File: config.mk
export PLATFORM = sky130hd
export DESIGN_NAME = memory_port_arbiter
export DESIGN_NICKNAME = d
export VERILOG_FILES = /design/src/rtl/memory_port_arbiter.sv
export SDC_FILE = /design/constraint.sdc
export NUM_CORES = 1
export LEC_CHECK = 0
export CAP_MARGIN = 15
export CORE_UTILIZATION = 32
export CTS_CLUSTER_DIAMETER = 30
export CTS_CLUSTER_SIZE = 12
export DETAILED_ROUTE_END_ITERATION = 8
export HOLD_SLACK_MARGIN = 0.06
export MAX_ROUTING_LAYER = met4
export PLACE_DENSITY = 0.69
export SKIP_CTS_REPAIR_TIMING = 1
export SLEW_MARGIN = 10
export SYNTH_ARGS = -nofsm -noshare
export SYNTH_HDL_FRONTEND = slang
export SYNTH_SLANG_ARGS = --single-unit
File: constraint.sdc
create_clock -name clk -period 1.6 [get_ports clk]
set_input_delay 0.32 -clock clk [delete_from_list [all_inputs] [get_ports clk]]
set_output_delay 0.32 -clock clk [all_outputs]
set_load 0.02 [all_outputs]
File: src/rtl/memory_port_arbiter.sv
// Arbitrates one single-port, fixed-latency memory between instruction fetch and the MEM stage.
// Data has fixed priority; each access walks IDLE -> ISSUE -> (WAIT) -> DONE -> IDLE.
module memory_port_arbiter #(
    parameter int unsigned ADDR_WIDTH  = 32,
    parameter int unsigned DATA_WIDTH  = 32,
    parameter int unsigned MEM_LATENCY = 2
) (
    input  logic                  clk,
    input  logic                  resetN,
    input  logic                  fetchReq,
    input  logic [ADDR_WIDTH-1:0] fetchAddress,
    input  logic                  fetchFlush,
    output logic                  fetchReady,
    output logic [DATA_WIDTH-1:0] fetchData,
    output logic                  fetchStall,
    input  logic                  dataReq,
    input  logic                  dataWrite,
    input  logic [ADDR_WIDTH-1:0] dataAddress,
    input  logic [DATA_WIDTH-1:0] dataWriteData,
    output logic                  dataReady,
    output logic [DATA_WIDTH-1:0] dataReadData,
    output logic                  dataStall,
    output logic                  memEnable,
    output logic                  memWrite,
    output logic [ADDR_WIDTH-1:0] memAddress,
    output logic [DATA_WIDTH-1:0] memWriteData,
    input  logic [DATA_WIDTH-1:0] memReadData
);

    localparam int unsigned CW = $clog2(MEM_LATENCY + 1);

    typedef enum logic [1:0] {
        S_IDLE,
        S_ISSUE,
        S_WAIT,
        S_DONE
    } state_t;

    state_t                  state_q, state_d;
    logic                    owner_data_q, owner_data_d;
    logic                    write_q, write_d;
    logic [ADDR_WIDTH-1:0]   addr_q, addr_d;
    logic [DATA_WIDTH-1:0]   wdata_q, wdata_d;
    logic [CW-1:0]           cnt_q, cnt_d;
    logic                    kill_q, kill_d;
    logic [DATA_WIDTH-1:0]   fetch_data_q, fetch_data_d;
    logic [DATA_WIDTH-1:0]   data_rdata_q, data_rdata_d;

    always_ff @(posedge clk or negedge resetN) begin
        if (!resetN) begin
            state_q      <= S_IDLE;
            owner_data_q <= 1'b0;
            write_q      <= 1'b0;
            addr_q       <= '0;
            wdata_q      <= '0;
            cnt_q        <= '0;
            kill_q       <= 1'b0;
            fetch_data_q <= '0;
            data_rdata_q <= '0;
        end else begin
            state_q      <= state_d;
            owner_data_q <= owner_data_d;
            write_q      <= write_d;
            addr_q       <= addr_d;
            wdata_q      <= wdata_d;
            cnt_q        <= cnt_d;
            kill_q       <= kill_d;
            fetch_data_q <= fetch_data_d;
            data_rdata_q <= data_rdata_d;
        end
    end

    always_comb begin
        state_d      = state_q;
        owner_data_d = owner_data_q;
        write_d      = write_q;
        addr_d       = addr_q;
        wdata_d      = wdata_q;
        cnt_d        = cnt_q;
        kill_d       = kill_q;
        fetch_data_d = fetch_data_q;
        data_rdata_d = data_rdata_q;
        unique case (state_q)
            S_IDLE: begin
                if (dataReq) begin
                    owner_data_d = 1'b1;
                    write_d      = dataWrite;
                    addr_d       = dataAddress;
                    wdata_d      = dataWriteData;
                    state_d      = S_ISSUE;
                end else if (fetchReq && !fetchFlush) begin
                    owner_data_d = 1'b0;
                    write_d      = 1'b0;
                    addr_d       = fetchAddress;
                    wdata_d      = '0;
                    state_d      = S_ISSUE;
                end
            end
            S_ISSUE: begin
                if (!owner_data_q && fetchFlush) kill_d = 1'b1;
                if (write_q) begin
                    state_d = S_DONE;
                end else begin
                    cnt_d   = CW'(MEM_LATENCY - 1);
                    state_d = S_WAIT;
                end
            end
            S_WAIT: begin
                if (!owner_data_q && fetchFlush) kill_d = 1'b1;
                if (cnt_q == '0) begin
                    // Read data is captured straight into the output registers so it is
                    // already valid during the DONE cycle; a killed fetch leaves fetchData untouched.
                    if (owner_data_q) begin
                        data_rdata_d = memReadData;
                    end else if (!(kill_q || fetchFlush)) begin
                        fetch_data_d = memReadData;
                    end
                    state_d = S_DONE;
                end else begin
                    cnt_d = cnt_q - CW'(1);
                end
            end
            S_DONE: begin
                kill_d  = 1'b0;
                state_d = S_IDLE;
            end
            default: state_d = S_IDLE;
        endcase
    end

    assign memEnable    = (state_q == S_ISSUE);
    assign memWrite     = (state_q == S_ISSUE) && write_q;
    assign memAddress   = (state_q == S_ISSUE) ? addr_q  : '0;
    assign memWriteData = (state_q == S_ISSUE) ? wdata_q : '0;

    assign fetchReady   = (state_q == S_DONE) && !owner_data_q && !kill_q;
    assign dataReady    = (state_q == S_DONE) && owner_data_q;
    assign fetchData    = fetch_data_q;
    assign dataReadData = data_rdata_q;
    assign fetchStall   = fetchReq & ~fetchReady;
    assign dataStall    = dataReq & ~dataReady;

endmodule

==> out/results.tsv <==
stage	metric	value	unit
status	status	finished with violations	
status	violations	negative setup slack	
power	p_per_area	1910	nW/um^2
setup_path	critPathMaxFanout	11	
placement	placed_area	9400	sq um
routing	postRouteAntennaNets	0	
sta	timing.fmax	507	MHz
sta	fin_ws	-0.373	ns
cells_and_area	drive_gt1_share	45.6	%
cells_and_area	nets	953	
yosys	seq_area_frac_synth	54.7	%
sta	finalSetupViolations	190	
floorplan	coreArea	18800	sq um
floorplan	die_h	141	microns
yosys	yosys_warnings	0	
yosys	synth-seq-cells	135	
floorplan	die_w	141	microns
setup_path	critPathRequiredTime	1.28	ns
yosys	avgSynthCellArea	12.4	sq um
placement	portBuffers	267	
grt	antenna_found_initial	0	
sta	skew	0.0111	ns
clock_network	cts_tree	built	
yosys	synth-edff-count	0	
power	irDropWorstVdd	0.00129	V
yosys	synth.distinct_cells	28	
grt	grt_overflow	0	
floorplan	rows	50	
run	cap_viol_max_count	0	
yosys	syn_inst	496	
setup_path	end_kind	output port	
yosys	ys.flop_type	dfrtp_1	
clock_network	cts.clk_slew.worst_paths	0.06	ns
grt	grt_start_max_net_pins	46	
cells_and_area	area_growth	78.2	%
sta	fin_crit	1.97	ns
clock_network	cts_sinks	135	
yosys	synth_area	6170	sq um
sta	fin_crit_sh	123	%
placement	dp_worst_setup_slack	-0.464	ns
setup_path	arrival	1.65	ns
setup_path	crit_path_cell_trace	ha_4 > buf_12 > buf_8 > and2_2 > buf_4	
cells_and_area	fillCellCount	1486	
grt	grt_pass1_wl	26300	microns
sta	max_slew_margin	71.3	%
power	p_leak	5.48	nW
sta	hold_violations	0	
yosys	async_flop_share	100	%
yosys	syn_nets	636	
clock_network	clock_latency	0.42	ns
cells_and_area	fin_area	11000	sq um
setup_path	start_kind	flip-flop	
routing	firstDrtPassIters	4	
cells_and_area	ff_latch_area	3380	sq um
setup_path	slowest_delay	0.43	ns
sta	final_max_slew_viol_count	0	
floorplan	initial_core_util	32.8	%
routing	routedWlPerCell	18.4	microns
clock_network	clockBufferDepth	2	
floorplan	ioPinCount	268	
routing	avgViaCountPerCell	4.62	
hold_path	min_path_type	input port to asynchronous set/reset pin	
routing	routed_wl	20000	microns
clock_network	cts-root-buf	clkbuf_16	
placement	post-dp-hpwl	12100	microns
sta	worst_pin_slew	0.430	ns
cells_and_area	multiInputGateArea	2760	sq um
routing	dr.first_iter.drc_count	163	
grt	grt_pass1_vias	5120	
cells_and_area	fin_util	58.4	%
power	power.total	21.0	mW
clock_network	cts_made_buffers	17	
sta	setup_tns	-44.79	ns
floorplan	die_area	19800	sq um
setup_path	worst_path_max_delay_cell	dfrtp_1	
placement	finalWeightedCongestion	0.785	
cells_and_area	antenna_cells	0	
grt	track_usage	17.6	%
routing	vias	5012	
setup_path	worstSetupPathType	flip-flop to output port	
sta	rsz0062_at_grt	true	
clock_network	htree_levels	4	
routing	drcViolationCount	0	
[report_power, final]
part	internal, mW	switching, mW	leakage (nW)	total [mW]
clock network	2.22	1.62	0.278	3.84
logic	6.14	4.96	3.56	11.1
registers	5.11	0.944	1.64	6.06
[cells by family (layout without fill, tap and decap cells)]
kind of cell / Yosys count / after routing / share of synthesized area (%)
flip-flops: 135 / 135 / 54.7
AND/OR/NAND/NOR: 113 / 113 / 11.0
multiplexers: 132 / 132 / 24.5
AO/OA/AOI/OAI: 39 / 40 / 3.39
buffers and inverters: 71 / 400 / 5.13
adder cells (fa/ha/maj): 6 / 6 / 1.22
[cells in the mapped netlist, drive strengths merged, types with 2 or more instances]
cell | number | share of area (%)
inv | 39 | 2.4
and2 | 65 | 6.6
nand2b | 2 | 0.20
dfrtp | 135 | 55
ha | 6 | 1.2
nor2b | 3 | 0.30
mux2 | 131 | 24
o21ai | 34 | 2.8
clkbuf | 17 | 1.0
buf | 15 | 1.7
nand2 | 2 | 0.12
nand3 | 34 | 2.8
[sequential cells by signal, summed over array words and instances (netlist names)]
register and cells:
addr_q 32, cnt_q 2, dataReadData 32, fetchData 32, kill_q 1, owner_data_q 1
state_q 2, wdata_q 32, write_q 1
[final cells by class]
cell class | instances | area share [%]
Tap cell | 260 | 2.96
Clock buffer | 18 | 3.99
Multi-Input combinational cell | 291 | 25.1
Clock inverter | 14 | 1.29
Timing Repair Buffer | 329 | 34.6
Inverter | 39 | 1.38
Sequential cell | 135 | 30.7
[final timing paths]
| path | from | endpoint | slack, ns | depth (start not counted) |
|---|---|---|---|---|
| max reg2reg | state_q[0] | fetchData[7] | -0.35 | 9 |
| max in group asynchronous | resetN | wdata_q[2] | 0.64 | 3 |
| min | resetN | wdata_q[15] | 0.39 | 2 |
| min in group clk | dataReq | owner_data_q | 0.44 | 3 |
| max | state_q[0] | memWriteData[23] | -0.37 | 5 |
| min reg2reg | dataReadData[8] | dataReadData[8] | 0.50 | 1 |
[cells in the final DEF, fill, tap and decap left out, types with 2 or more instances in the layout]
cell / n
o21ai_0: 28
inv_8: 2
buf_2: 2
and2_1: 3
o21ai_1: 5
and2_4: 34
ha_1: 3
nand2_4: 2
buf_8: 5
inv_1: 36
mux2_2: 112
o21a_4: 2
inv_2: 2
clkbuf_16: 30
and2_2: 28
ha_4: 3
dfrtp_1: 134
clkinvlp_4: 3
mux2_4: 19
buf_4: 27
buf_6: 73
dlymetal6s2s_1: 64
nand3_1: 33
inv_6: 5
buf_12: 12
clkinv_4: 3
nor2b_1: 2
clkdlybuf4s50_1: 131
[per-layer routing]
layer / wire [microns] / part of all wire, % / vias up / track usage, %
li1: - / - / 2322 / -
met1: 8100 / 41 / 2482 / 19.9
met2: 10500 / 53 / 188 / 30.3
met3: 1130 / 5.7 / 20 / 5.71
met4: 206 / 1.0 / 0 / 4.06
met5: 0 / 0 / - / -
[stage by stage]
step           std cells  hold WS [ns]
2_1_floorplan        496        0.0244
3_3_place_gp        1021         0.267
3_5_place_dp        1021         0.278
4_1_cts             1053        -0.175
5_1_grt             1086         0.418
6_report            1086         0.393
[worst max-delay path, delay by kind of cell, from the launching register on]
family | cells | cell delay [ns]
DFF | 1 | 0.43
buffers and inverters | 3 | 0.43
adders and majority gates | 1 | 0.20
and+or+nand+nor | 1 | 0.16
Power figures use the tool's default switching activity.
